### src/rtl/ram_arb_pkg.sv
// ---------------------------------------------------------------------------
// ram_arb_pkg
// Shared definitions for the RAM arbiter: FSM state encodings, owner codes,
// the data word returned on a timed-out read, and the grant-selection helper.
// Imported by ram_arbiter and ram_arb_watchdog.
// ---------------------------------------------------------------------------
package ram_arb_pkg;

  typedef enum logic [1:0] {
    ARB_IDLE = 2'd0,
    ARB_BUSY = 2'd1,
    ARB_DONE = 2'd2
  } arb_state_e;

  localparam logic OWN_CPU = 1'b0;
  localparam logic OWN_VID = 1'b1;

  localparam logic [31:0] RAM_ARB_ERR_DATA = 32'hFFFF_FFFF;

  // Chooses the next owner given at least one active request.
  // Urgent video beats everything; a tie goes to whoever did not win last.
  function automatic logic arb_pick(input logic cpu_req,
                                    input logic vid_req,
                                    input logic vid_urgent,
                                    input logic last_grant);
    logic pick;
    if (vid_req && vid_urgent) begin
      pick = OWN_VID;
    end else if (cpu_req && vid_req) begin
      pick = (last_grant == OWN_VID) ? OWN_CPU : OWN_VID;
    end else if (cpu_req) begin
      pick = OWN_CPU;
    end else begin
      pick = OWN_VID;
    end
    return pick;
  endfunction

endpackage

### src/rtl/ram_arb_watchdog.sv
// ---------------------------------------------------------------------------
// ram_arb_watchdog
// Per-transaction timeout counter for the RAM arbiter. Cleared on each grant,
// counts while the arbiter is busy, and flags expiry once it has counted
// TIMEOUT_CYCLES-1 busy cycles without a RAM response.
// Only instantiated when RAM_ARB_TIMEOUT_EN is defined.
// Ports:
//   clk, rst_n  clock, asynchronous active-low reset
//   clear       grant strobe; restarts the count from zero
//   run         arbiter is waiting on the RAM
//   expire      limit reached while running
// ---------------------------------------------------------------------------
module ram_arb_watchdog
  import ram_arb_pkg::*;
#(
  parameter int TIMEOUT_CYCLES = 256
) (
  input  logic clk,
  input  logic rst_n,
  input  logic clear,
  input  logic run,
  output logic expire
);

  localparam int CNT_W = (TIMEOUT_CYCLES > 2) ? $clog2(TIMEOUT_CYCLES) : 1;
  localparam logic [CNT_W-1:0] LIMIT = CNT_W'(TIMEOUT_CYCLES - 1);

  logic [CNT_W-1:0] cnt_q, cnt_d;

  assign expire = run && (cnt_q == LIMIT);

  always_comb begin
    cnt_d = cnt_q;
    if (clear) begin
      cnt_d = '0;
    end else if (run && !expire) begin
      cnt_d = cnt_q + 1'b1;
    end
  end

  always_ff @(posedge clk or negedge rst_n) begin
    if (!rst_n) begin
      cnt_q <= '0;
    end else begin
      cnt_q <= cnt_d;
    end
  end

endmodule

### src/rtl/ram_arbiter.sv
// ---------------------------------------------------------------------------
// ram_arbiter
// Two-requester arbiter/sequencer for the single external RAM port. The CPU
// bus (read/write) and the video scan-out fetcher (read-only) share the RAM;
// one transaction is in flight at a time, via an IDLE -> BUSY -> DONE FSM.
// Optional feature: define RAM_ARB_TIMEOUT_EN to add a per-transaction
// watchdog (parameter TIMEOUT_CYCLES) that completes a hung transaction with
// error data and sets the sticky arb_error flag.
// Ports:
//   clk, rst_n                 clock, asynchronous active-low reset
//   cpu_address/rd/wr/data/mask  CPU request side (level requests)
//   cpu_rd_data/rd_valid/wr_ack  CPU completion (one-cycle pulses)
//   vid_address/rd_enable/urgent video request side
//   vid_rd_data/rd_valid         video completion
//   ram_*                        RAM controller port
//   arb_owner                    current/last grant (0=CPU, 1=video)
//   arb_error                    sticky timeout flag
// ---------------------------------------------------------------------------
module ram_arbiter
  import ram_arb_pkg::*;
#(
  parameter int TIMEOUT_CYCLES = 256
)
(
  input  logic        clk,
  input  logic        rst_n,
  input  logic [29:0] cpu_address,
  input  logic        cpu_rd_enable,
  input  logic        cpu_wr_enable,
  input  logic [31:0] cpu_wr_data,
  input  logic [3:0]  cpu_wr_mask,
  output logic [31:0] cpu_rd_data,
  output logic        cpu_rd_valid,
  output logic        cpu_wr_ack,
  input  logic [29:0] vid_address,
  input  logic        vid_rd_enable,
  input  logic        vid_urgent,
  output logic [31:0] vid_rd_data,
  output logic        vid_rd_valid,
  output logic [29:0] ram_address,
  output logic        ram_rd_enable,
  output logic        ram_wr_enable,
  output logic [31:0] ram_wr_data,
  output logic [3:0]  ram_wr_mask,
  input  logic [31:0] ram_rd_data,
  input  logic        ram_rd_valid,
  input  logic        ram_wr_ack,
  output logic        arb_owner,
  output logic        arb_error
);

  arb_state_e  state_q, state_d;
  logic        owner_q, owner_d;
  logic        last_grant_q, last_grant_d;
  logic [29:0] ram_address_q, ram_address_d;
  logic        ram_rd_enable_q, ram_rd_enable_d;
  logic        ram_wr_enable_q, ram_wr_enable_d;
  logic [31:0] ram_wr_data_q, ram_wr_data_d;
  logic [3:0]  ram_wr_mask_q, ram_wr_mask_d;
  logic [31:0] cpu_rd_data_q, cpu_rd_data_d;
  logic        cpu_rd_valid_q, cpu_rd_valid_d;
  logic        cpu_wr_ack_q, cpu_wr_ack_d;
  logic [31:0] vid_rd_data_q, vid_rd_data_d;
  logic        vid_rd_valid_q, vid_rd_valid_d;
  logic        error_q, error_d;

  logic        cpu_req, vid_req;
  logic        grant;
  logic        pick;
  logic        rd_done, wr_done;
  logic        wd_expire;
  logic [31:0] rsp_data;

  assign cpu_req = cpu_rd_enable | cpu_wr_enable;
  assign vid_req = vid_rd_enable;

  // Only the response matching the issued kind counts; anything else is noise.
  assign rd_done = (state_q == ARB_BUSY) && ram_rd_enable_q && ram_rd_valid;
  assign wr_done = (state_q == ARB_BUSY) && ram_wr_enable_q && ram_wr_ack;

`ifdef RAM_ARB_TIMEOUT_EN
  ram_arb_watchdog #(
    .TIMEOUT_CYCLES (TIMEOUT_CYCLES)
  ) u_watchdog (
    .clk    (clk),
    .rst_n  (rst_n),
    .clear  (grant),
    .run    (state_q == ARB_BUSY),
    .expire (wd_expire)
  );
`else
  assign wd_expire = 1'b0;
`endif

  always_comb begin
    state_d         = state_q;
    owner_d         = owner_q;
    last_grant_d    = last_grant_q;
    ram_address_d   = ram_address_q;
    ram_rd_enable_d = ram_rd_enable_q;
    ram_wr_enable_d = ram_wr_enable_q;
    ram_wr_data_d   = ram_wr_data_q;
    ram_wr_mask_d   = ram_wr_mask_q;
    cpu_rd_data_d   = cpu_rd_data_q;
    cpu_rd_valid_d  = 1'b0;
    cpu_wr_ack_d    = 1'b0;
    vid_rd_data_d   = vid_rd_data_q;
    vid_rd_valid_d  = 1'b0;
    error_d         = error_q;
    grant           = 1'b0;
    pick            = arb_pick(cpu_req, vid_req, vid_urgent, last_grant_q);
    rsp_data        = rd_done ? ram_rd_data : RAM_ARB_ERR_DATA;

    unique case (state_q)
      ARB_IDLE: begin
        if (cpu_req || vid_req) begin
          grant        = 1'b1;
          state_d      = ARB_BUSY;
          owner_d      = pick;
          last_grant_d = pick;
          if (pick == OWN_VID) begin
            ram_address_d   = vid_address;
            ram_rd_enable_d = 1'b1;
            ram_wr_enable_d = 1'b0;
            ram_wr_data_d   = '0;
            ram_wr_mask_d   = '0;
          end else if (cpu_wr_enable) begin
            // A simultaneous CPU read is left pending behind the write.
            ram_address_d   = cpu_address;
            ram_rd_enable_d = 1'b0;
            ram_wr_enable_d = 1'b1;
            ram_wr_data_d   = cpu_wr_data;
            ram_wr_mask_d   = cpu_wr_mask;
          end else begin
            ram_address_d   = cpu_address;
            ram_rd_enable_d = 1'b1;
            ram_wr_enable_d = 1'b0;
            ram_wr_data_d   = '0;
            ram_wr_mask_d   = '0;
          end
        end
      end

      ARB_BUSY: begin
        if (rd_done || wr_done || wd_expire) begin
          state_d         = ARB_DONE;
          ram_rd_enable_d = 1'b0;
          ram_wr_enable_d = 1'b0;
          if (!(rd_done || wr_done)) begin
            error_d = 1'b1;
          end
          if (ram_wr_enable_q) begin
            cpu_wr_ack_d = 1'b1;
          end else if (owner_q == OWN_VID) begin
            vid_rd_valid_d = 1'b1;
            vid_rd_data_d  = rsp_data;
          end else begin
            cpu_rd_valid_d = 1'b1;
            cpu_rd_data_d  = rsp_data;
          end
        end
      end

      // Guard cycle: the requester is still dropping its level request,
      // so nothing is sampled here.
      ARB_DONE: begin
        state_d = ARB_IDLE;
      end

      default: begin
        state_d = ARB_IDLE;
      end
    endcase
  end

  always_ff @(posedge clk or negedge rst_n) begin
    if (!rst_n) begin
      state_q         <= ARB_IDLE;
      owner_q         <= OWN_CPU;
      last_grant_q    <= OWN_VID;
      ram_address_q   <= '0;
      ram_rd_enable_q <= 1'b0;
      ram_wr_enable_q <= 1'b0;
      ram_wr_data_q   <= '0;
      ram_wr_mask_q   <= '0;
      cpu_rd_data_q   <= '0;
      cpu_rd_valid_q  <= 1'b0;
      cpu_wr_ack_q    <= 1'b0;
      vid_rd_data_q   <= '0;
      vid_rd_valid_q  <= 1'b0;
      error_q         <= 1'b0;
    end else begin
      state_q         <= state_d;
      owner_q         <= owner_d;
      last_grant_q    <= last_grant_d;
      ram_address_q   <= ram_address_d;
      ram_rd_enable_q <= ram_rd_enable_d;
      ram_wr_enable_q <= ram_wr_enable_d;
      ram_wr_data_q   <= ram_wr_data_d;
      ram_wr_mask_q   <= ram_wr_mask_d;
      cpu_rd_data_q   <= cpu_rd_data_d;
      cpu_rd_valid_q  <= cpu_rd_valid_d;
      cpu_wr_ack_q    <= cpu_wr_ack_d;
      vid_rd_data_q   <= vid_rd_data_d;
      vid_rd_valid_q  <= vid_rd_valid_d;
      error_q         <= error_d;
    end
  end

  assign cpu_rd_data   = cpu_rd_data_q;
  assign cpu_rd_valid  = cpu_rd_valid_q;
  assign cpu_wr_ack    = cpu_wr_ack_q;
  assign vid_rd_data   = vid_rd_data_q;
  assign vid_rd_valid  = vid_rd_valid_q;
  assign ram_address   = ram_address_q;
  assign ram_rd_enable = ram_rd_enable_q;
  assign ram_wr_enable = ram_wr_enable_q;
  assign ram_wr_data   = ram_wr_data_q;
  assign ram_wr_mask   = ram_wr_mask_q;
  assign arb_owner     = owner_q;
  assign arb_error     = error_q;

endmodule

### config.mk
export PLATFORM = sky130hd
export DESIGN_NAME = ram_arbiter
export DESIGN_NICKNAME = d
export VERILOG_FILES = /design/src/rtl/ram_arb_pkg.sv /design/src/rtl/ram_arb_watchdog.sv /design/src/rtl/ram_arbiter.sv
export SDC_FILE = /design/constraint.sdc
export NUM_CORES = 1
export LEC_CHECK = 0
export CAP_MARGIN = 20
export CORE_MARGIN = 4
export CORE_UTILIZATION = 31
export CTS_BUF_LIST = sky130_fd_sc_hd__clkbuf_4 sky130_fd_sc_hd__clkbuf_8
export CTS_CLUSTER_DIAMETER = 200
export DETAILED_ROUTE_END_ITERATION = 16
export GPL_ROUTABILITY_DRIVEN = 0
export PLACE_DENSITY = 0.71
export SETUP_SLACK_MARGIN = 0.5
export SLEW_MARGIN = 30
export SYNTH_ARGS = -nofsm -noshare
export SYNTH_HDL_FRONTEND = slang
export SYNTH_SLANG_ARGS = --single-unit
### constraint.sdc
create_clock -name clk -period 3.1 [get_ports clk]
set_clock_uncertainty 0.1 [all_clocks]
set_input_delay 0.62 -clock clk [delete_from_list [all_inputs] [get_ports clk]]
set_output_delay 0.62 -clock clk [all_outputs]
set_load 0.01 [all_outputs]
==> impl_metrics.csv, run 1 <==
group,metric,value,unit
die,dieHeight,142,um
route,drt_iter0_drc,136,
sta,fin_crit,2290,ps
die,die_w,142,um
clock_network,path_clk_slew,80,ps
synth,yosys.area.top_type,"dfrtp_1",
setup_path,required,2380,ps
clock_network,numCtsBuffers,17,
clock_network,clk_latency,420,ps
sta,tightest_slew,517,ps
route,wl,16.4,mm
sta,slew_headroom,0.655,
layout,area_delta_synth_final,60.3,%
synth,netlist_top_cells_count,"dfrtp_1 (138), a21oi_1 (63), a22o_1 (37), nor2_1 (33), nand2_1 (32)",
setup_path,worstRegToRegCells,3,
clock_network,cts-hold-fix-buffers,0,
setup_path,critical_path_class,"flip-flop to primary output",
layout,finalNetCount,822,
global_routing,grt-ovfl-total,0,
setup_path,cp_num_buf_inv,1,
synth,yosysWarnings,0,
layout,fin_util,0.511,
layout,num_antenna_cells,0,
global_routing,use_met3,0.0586,
power,switching_share,0.333,
setup_path,r2r-end,"ram_wr_mask[3]",
global_routing,grtUsageMet2,0.277,
run,drv_cap,0,
synth,synthCells,413,
layout,drive_gt1_frac,0.163,
synth,seq_area_frac_synth,0.627,
power,pwr-share-clk,0.166,
global_routing,grt_max_degree,66,
synth,synth_cell_types,28,
route,routedWlPerCell,17.8,um
synth,synth.net_count,549,
die,start_util,0.319,
setup_path,r2r-start,"state_q[0]",
clock_network,cts_root_buf,"clkbuf_8",
power,power.internal,0.00602,W
synth,synth_top_area_frac,0.622,
die,pin_count,273,
synth,synth_edf_count,0,
global_routing,antenna_found_initial,0,
power,p_per_area,1010,nW/um2
power,p_total,0.00902,W
die,coreArea,17400,um2
clock_network,cts.sinks,139,
route,vias,4393,
clock_network,h-tree-depth,4,
clock_network,cts_setup_buffers,0,
global_routing,grt_pass1_vias,4883,
power,ir_drop,473,uV
layout,fin_area,8890,um2
sta,finalSetupTns,0,ps
synth,synth_ff_type,"dfrtp_1",
synth,avgSynthCellArea,13.4,um2
setup_path,start_kind,"flip-flop",
setup_path,crit_chain,"clkdlybuf4s50_1",
setup_path,cp_max_fo,6,
route,ant_nets,0,
global_routing,grt_pass1_wl,25.8,mm
clock_network,cts_tree,"yes",
setup_path,cpMaxStageDelayCell,"clkdlybuf4s50_1",
placement,port-buffer-count,271,
synth,yosysMostFrequentCell,"dfrtp_1",
power,combPwrFrac,0.472,
global_routing,top_usage_layer,"met2",
sta,slew_violations,0,
placement,dpl_cell_area,8490,um2
sta,setup_viol,0,
global_routing,gr-usage-met1,0.187,
synth,synth_area,5550,um2
setup_path,arrival,1570,ps
global_routing,grt.total_usage,0.163,
clock_network,clock_path_buffers,2,
route,drc,0,
power,seqPwrFrac,0.362,
route,dr.pass1.iters,4,
synth,netlist_top_cells_area,"dfrtp_1 (62%), mux2_4 (7.8%), mux2_2 (6.3%), a22o_1 (5.8%), a21oi_1 (5.7%)",
status,outcome,"finished, final reports clean",
setup_path,crit_family,"buffers and inverters",
die,die-area,20100,um2
die,rows,48,
power,power.net_switching,0.00300,W
route,via_per_inst,4.75,
clock_network,ctsResizeCount,0,
sta,hold_viol,0,
setup_path,cp_slowest_stage_delay,640,ps
setup_path,crit_path_end_kind,"primary output",
setup_path,ff2ff_setup_slack,1150,ps
layout,num-fill-cells,1520,
sta,finalCritPeriodShare,0.740,
sta,rsz0062_at_grt,"false",
hold_path,hp-class,"input port to asynchronous set/reset pin",
synth,synth_seq_cells,139,
power,leakage,3.79,nW
placement,post-dp-hpwl,12.1,mm
sta,fmax,436,MHz
synth,async_flop_share,1.00,
-- registers in the layout, indices dropped and copies added (netlist names) --
register,flops
cpu_rd_data,32
ram_wr_data,32
vid_rd_data,32
ram_address,30
ram_wr_mask,4
state_q,2
arb_owner,1
cpu_rd_valid,1
cpu_wr_ack,1
last_grant_q,1
ram_rd_enable,1
ram_wr_enable,1
vid_rd_valid,1
-- power by group through the flow --
stage / Combinational (W) / Sequential [W] / Clock (W)
floorplan: 0.00153 / 0.00361 / 0
global placement: 0.00421 / 0.00325 / 0
detailed placement: 0.00430 / 0.00329 / 0
CTS: 0.00432 / 0.00328 / 0.00156
global route: 0.00454 / 0.00338 / 0.00163
finish: 0.00426 / 0.00326 / 0.00150
-- cell type report --
type                       count  area, um2  area share
tap                          225        282      0.0317
sequential                   139       3480       0.391
clock inverter                12        138      0.0155
multi-input combinational    245       1870       0.211
inverter                       2       7.51    0.000844
clock buffer                  20        269      0.0303
timing repair buffer         281       2840       0.320
-- stage by stage --
stage	hold slack, ps	worst slack, ps	instances
4_1_cts	14.7	766	924
3_5_place_dp	378	427	892
3_3_place_gp	372	469	891
5_1_grt	22.4	719	924
2_1_floorplan	224	1200	413
6_report	25.7	806	924
-- layer usage --
metal | wire, um | share of wire
met5 | 0 | 0
met4 | 445 | 0.027
met3 | 1310 | 0.080
met2 | 8060 | 0.49
met1 | 6600 | 0.40
-- cells in the final DEF, fill, tap and decap left out, types with 2 or more instances in the layout --
cell type and count:
bufinv_16 2, clkinv_2 2, buf_4 5, dfrtp_1 138, inv_6 3, buf_12 4
clkbuf_8 19, clkinvlp_4 2, nand2_1 32, nor4_4 2, clkdlybuf4s50_1 270, clkinv_4 3
a22o_1 37, mux2_4 29, a21oi_1 63, buf_6 2, mux2_2 31, mux2_1 4
nor2_1 33
-- how the worst max path moves through the flow --
stage | cells past startpoint | end | startpoint | slack [ps]
finish | 1 | ram_wr_enable | ram_wr_enable | 810
global route | 1 | ram_wr_enable | ram_wr_enable | 720
CTS | 1 | ram_wr_enable | ram_wr_enable | 770
detailed placement | 5 | ram_wr_data[20] | cpu_wr_enable | 430
global placement | 5 | ram_wr_data[24] | cpu_wr_enable | 470
floorplan | 4 | vid_rd_data[10] | ram_rd_valid | 1200
-- cell families after synthesis --
kind of cell,after synthesis,synth area share
buf+inv,29,0.0370
other cells,1,0.000676
simple gates,75,0.0650
flops,139,0.627
compound gates,105,0.121
mux,64,0.150
Power figures use the tool's default switching activity.
==> run 2: changes to the inputs <==
--- a/config.mk
+++ b/config.mk
@@ -12,7 +12,7 @@
 export CTS_CLUSTER_DIAMETER = 200
 export DETAILED_ROUTE_END_ITERATION = 16
 export GPL_ROUTABILITY_DRIVEN = 0
-export PLACE_DENSITY = 0.71
+export PLACE_DENSITY = 0.74
 export SETUP_SLACK_MARGIN = 0.5
 export SLEW_MARGIN = 30
 export SYNTH_ARGS = -nofsm -noshare
==> constraint.sdc (replaced) <==
create_clock -name clk -period 1.9 [get_ports clk]
set_clock_uncertainty 0.1 [all_clocks]
set_input_delay 0.38 -clock clk [delete_from_list [all_inputs] [get_ports clk]]
set_output_delay 0.38 -clock clk [all_outputs]
set_load 0.01 [all_outputs]
==> run 2 against run 1 <==
  * Setup slack worse by 690 ps
  * Register-to-register slack worse by 1000 ps
  * Clock power is 73% higher
  * First-iteration DRC count is 60% higher
  * Combinational power is 120% higher
  * Die area stayed put
  * Sequential share of layout area is 5.3 points lower
  * Wire length is 28% higher
  * Worst hold slack better by 310 ps
  * Via count is 14% higher
  * Non-clock buffer count is 123 higher
==> impl_metrics.csv, run 2 (synthesis results as in run 1) <==
group,metric,value,unit
status,outcome,"finished, final reports clean",
clock_network,cts_tree,"yes",
route,drc,0,
sta,setup_viol,0,
layout,num-fill-cells,1365,
die,die_w,142,um
layout,num_antenna_cells,0,
global_routing,gr-usage-met1,0.196,
power,ir_drop,755,uV
layout,final_cell_mix,"dfrtp_1 (134), clkdlybuf4s50_1 (131), buf_2 (96), buf_4 (86), mux2_4 (62)",
placement,port-buffer-count,271,
setup_path,required,2110,ps
clock_network,clock_path_buffers,2,
layout,drive_gt1_frac,0.525,
global_routing,grt_pass1_wl,27.4,mm
placement,post-dp-hpwl,12.4,mm
placement,dp.cells,903,
global_routing,top_usage_layer,"met2",
route,ant_nets,0,
route,via_per_inst,4.77,
die,dieHeight,142,um
placement,dpl_cell_area,8790,um2
route,vias,4998,
layout,regArea,3480,um2
sta,hold_viol,0,
clock_network,clk_latency,430,ps
power,leakage,4.87,nW
sta,fmax,561,MHz
route,drt_iter0_drc,218,
power,p_per_area,1680,nW/um2
route,routedWlPerCell,20.0,um
hold_path,hp-class,"input port to asynchronous set/reset pin",
sta,rsz0062_at_grt,"true",
global_routing,grt.total_usage,0.174,
global_routing,grt-ovfl-total,0,
global_routing,grt_pass1_vias,5113,
layout,multi_input_area,2300,um2
setup_path,critical_path_class,"input port to flip-flop",
clock_network,cts.sinks,139,
clock_network,cts_root_buf,"clkbuf_8",
global_routing,grtUsageMet2,0.306,
setup_path,cp_max_fo,8,
sta,finalCritPeriodShare,0.938,
die,coreArea,17400,um2
sta,fin_crit,1780,ps
route,dr.pass1.iters,4,
global_routing,grt_max_degree,45,
layout,area_delta_synth_final,85.6,%
layout,mostFrequentLayoutCell,"dfrtp_1",
run,drv_cap,0,
die,start_util,0.319,
die,die-area,20100,um2
layout,finalNetCount,946,
die,pin_count,273,
layout,final_cells,1048,
route,wl,21.0,mm
clock_network,h-tree-depth,4,
sta,slew_violations,0,
clock_network,numCtsBuffers,17,
layout,fin_area,10300,um2
die,rows,48,
clock_network,path_clk_slew,80,ps
setup_path,start_kind,"input port",
global_routing,use_met3,0.0610,
global_routing,antenna_found_initial,0,
setup_path,arrival,2000,ps
setup_path,crit_path_end_kind,"flip-flop",
run 2: changes by cell type in the layout (fill, tap and decap cells not counted), moves of 10 or more:
cell / before / now
clkdlybuf4s50_1: 270 / 131
buf_2: 0 / 96
buf_4: 5 / 86
buf_6: 2 / 55
a21oi_1: 63 / 17
a21oi_2: 0 / 35
mux2_4: 29 / 62
mux2_2: 31 / 2
a21oi_4: 0 / 11
buf_12: 4 / 14
clkbuf_16: 0 / 10
run 2: per-stage QoR:
step / hold WS [ps] / util / TNS [ps] / setup slack [ps] / power, W
after floorplan: -15.6 / - / 0 / 234 / 0.00871
after global placement: 231 / 0.505 / -19510 / -219 / 0.0126
after detailed placement: 234 / 0.505 / -23680 / -265 / 0.0128
after CTS: 309 / 0.525 / 0 / 152 / 0.0151
after global routing: 337 / 0.591 / 0 / 88.9 / 0.0181
final: 336 / 0.591 / 0 / 117 / 0.0173
run 2: area by class of cell:
cell class | count | share of cell area
clock buffer | 19 | 0.0248
clock inverter | 13 | 0.0159
inverter | 2 | 0.000729
multi-input combinational | 246 | 0.223
sequential | 139 | 0.338
tap | 225 | 0.0273
timing repair buffer | 404 | 0.369
run 2: what timing repair did:
item                                    CTS  global route
endpoints found under the setup margin  271           271
cloned                                    4            16
resized for setup                       583           108
endpoints found under the hold margin    39             0
buffers inserted                         45            47
hold buffers                              1             0
pin swaps                                 0             5
run 2: path summary, 6_finish.rpt:
path | start | endpoint | slack (ps) | depth (start not counted)
worst max register to register | ram_rd_enable | vid_rd_data[3] | 150 | 7
min in group clk | vid_address[13] | ram_address[13] | 390 | 3
worst min-delay path | rst_n | cpu_rd_data[11] | 340 | 2
max in group asynchronous | rst_n | last_grant_q | 730 | 3
worst min register to register | ram_wr_data[15] | ram_wr_data[15] | 410 | 1
worst max-delay path | ram_rd_valid | vid_rd_data[3] | 120 | 8
run 2: metal layers:
metal / wire [um] / vias up
met3: 1500 / 32
li1: - / 2250
met2: 10900 / 215
met4: 430 / 0
met5: 0 / -
met1: 8170 / 2501
run 2: report_power, final:
part / switching, W / total, W / internal, W
registers: 0.00100 / 0.00544 / 0.00444
logic: 0.00379 / 0.00924 / 0.00545
clock network: 0.00122 / 0.00259 / 0.00136
run 2: worst max-delay path: stages:
cell,delay [ps]
clkdlybuf4s50_1,490
nand2_2,120
nor4_4,240
buf_6,150
buf_6,90
buf_6,90
buf_16,130
mux2_4,300
==> run 3: changes to the inputs <==
--- a/config.mk
+++ b/config.mk
@@ -8,7 +8,6 @@
 export CAP_MARGIN = 20
 export CORE_MARGIN = 4
 export CORE_UTILIZATION = 31
-export CTS_BUF_LIST = sky130_fd_sc_hd__clkbuf_4 sky130_fd_sc_hd__clkbuf_8
 export CTS_CLUSTER_DIAMETER = 200
 export DETAILED_ROUTE_END_ITERATION = 16
 export GPL_ROUTABILITY_DRIVEN = 0
==> run 3 against run 2 <==
  * Final cell count decreased by 0.19%
  * Die area unchanged
  * Largest power group unchanged
  * Setup slack improved by 39 ps
  * Sequential cell count unchanged
  * Non-clock buffer count decreased by 2
  * Count of clock-buffer cells in the layout unchanged
  * Via count decreased by 0.68%
  * Combinational power about the same
==> impl_metrics.csv, run 3 (synthesis results as in run 1) <==
group,metric,value,unit
clock_network,cts.sinks,139,
placement,dp.cells,903,
layout,final_cells,1046,
clock_network,clock_path_buffers,2,
layout,num-fill-cells,1350,
power,leakage,4.93,nW
layout,regArea,3480,um2
clock_network,h-tree-depth,4,
sta,fmax,573,MHz
sta,slew_violations,0,
die,pin_count,273,
die,rows,48,
setup_path,crit_chain,"nor4_4, buf_6, buf_12, buf_12, mux2_4",
placement,port-buffer-count,271,
power,ir_drop,763,uV
setup_path,cp_slowest_stage_delay,460,ps
global_routing,grt_pass1_wl,27.5,mm
global_routing,grt_pass1_vias,5128,
global_routing,grt-ovfl-total,0,
route,wl,20.2,mm
die,die-area,20100,um2
setup_path,cp_max_fo,8,
layout,fin_util,0.601,
setup_path,crit_path_end_kind,"flip-flop",
setup_path,critical_path_class,"flip-flop to flip-flop",
setup_path,ff2ff_setup_slack,160,ps
clock_network,numCtsBuffers,17,
power,p_per_area,1720,nW/um2
setup_path,required,2080,ps
route,routedWlPerCell,19.3,um
route,met2_length,10.5,mm
layout,mostFrequentLayoutCell,"dfrtp_1",
layout,finalNetCount,943,
global_routing,grt.total_usage,0.174,
power,p_total,0.0180,W
global_routing,antenna_found_initial,1,
clock_network,cts_root_buf,"clkbuf_16",
sta,fin_crit,1740,ps
route,dr.pass1.iters,4,
sta,hold_viol,0,
layout,multi_input_area,2250,um2
sta,rsz0062_at_grt,"true",
route,via_per_inst,4.75,
layout,final_cell_mix,"dfrtp_1 (134), clkdlybuf4s50_1 (130), buf_2 (95), buf_4 (81), buf_6 (56)",
sta,fin_ws,156,ps
route,top_layer,"met4",
global_routing,grt_max_degree,45,
route,ant_nets,0,
sta,setup_viol,0,
clock_network,cts_tree,"yes",
route,wl_met3,1.55,mm
setup_path,r2r-end,"cpu_rd_data[21]",
hold_path,hp-class,"input port to asynchronous set/reset pin",
setup_path,worstRegToRegCells,5,
setup_path,crit_family,"flip-flops",
layout,area_delta_synth_final,88.7,%
placement,post-dp-hpwl,12.4,mm
clock_network,path_clk_slew,60,ps
route,drt_iter0_drc,163,
sta,finalCritPeriodShare,0.918,
die,coreArea,17400,um2
placement,pre_cts_slack,-265,ps
clock_network,clk_latency,400,ps
layout,drive_gt1_frac,0.521,
setup_path,r2r-start,"ram_wr_enable",
setup_path,path_common_cell,"buf_12",
route,wl_met1,7.71,mm
status,outcome,"finished, final reports clean",
route,drc,0,
die,dieHeight,142,um
setup_path,cpMaxStageDelayCell,"dfrtp_2",
setup_path,cp_num_buf_inv,3,
die,die_w,142,um
setup_path,start_kind,"flip-flop",
setup_path,arrival,1930,ps
route,vias,4964,
run,drv_cap,0,
die,start_util,0.319,
[run 3: changes by cell type in the layout (fill, tap and decap cells not counted), moves of 2 or more]
cell | before | now
a21oi_1 | 17 | 19
buf_12 | 14 | 19
buf_4 | 86 | 81
buf_8 | 4 | 2
clkbuf_16 | 10 | 27
clkbuf_8 | 18 | 1
dlygate4sd2_1 | 0 | 3
dlymetal6s2s_1 | 3 | 1
mux2_2 | 2 | 11
mux2_4 | 62 | 53
[run 3: metrics by stage]
step	TNS (ps)	area [um2]	hold slack [ps]
6_report	0	10500	379
3_5_place_dp	-23680	8790	234
2_1_floorplan	0	5760	-15.6
5_1_grt	0	10500	398
3_3_place_gp	-19510	8790	231
4_1_cts	0	9370	363
[run 3: how the worst max path moves through the flow]
stage                              from              end  slack (ps)  cells after the start
final                     ram_wr_enable  cpu_rd_data[21]         160                      5
after global routing          arb_owner   vid_rd_data[1]         110                      6
after CTS                  ram_rd_valid   vid_rd_data[1]         160                      7
after detailed placement   ram_rd_valid   vid_rd_data[1]        -270                      5
after global placement     ram_rd_valid   vid_rd_data[0]        -220                      5
after floorplan           ram_wr_enable  cpu_rd_data[12]         230                      3
[run 3: power by group]
group | internal (W) | leakage (nW) | switching, W | total [W]
clock | 0.00211 | 0.300 | 0.00129 | 0.00341
sequential | 0.00445 | 1.70 | 0.000987 | 0.00543
combinational | 0.00548 | 2.92 | 0.00373 | 0.00921
[run 3: metal layers]
metal | global-route usage | vias to the layer above
met5 | 0 | -
met4 | 0.0485 | 0
met3 | 0.0624 | 27
met2 | 0.309 | 213
met1 | 0.199 | 2488
li1 | - | 2236
[run 3: what timing repair did]
item / 4_1_cts / 5_1_grt
setup endpoints to repair: 271 / 272
hold buffers: 1 / 0
setup buffers: 46 / 45
pin swaps: 3 / 12
resized for setup: 585 / 102
gates cloned: 4 / 14
endpoints found under the hold margin: 39 / 0
[run 3: final cells by class]
class / count / area share
Antenna cell: 1 / 0.000239
Clock buffer: 19 / 0.0423
Clock inverter: 13 / 0.0157
Inverter: 2 / 0.000717
Multi-Input combinational cell: 245 / 0.215
Sequential cell: 139 / 0.333
Tap cell: 225 / 0.0269
Timing Repair Buffer: 402 / 0.366
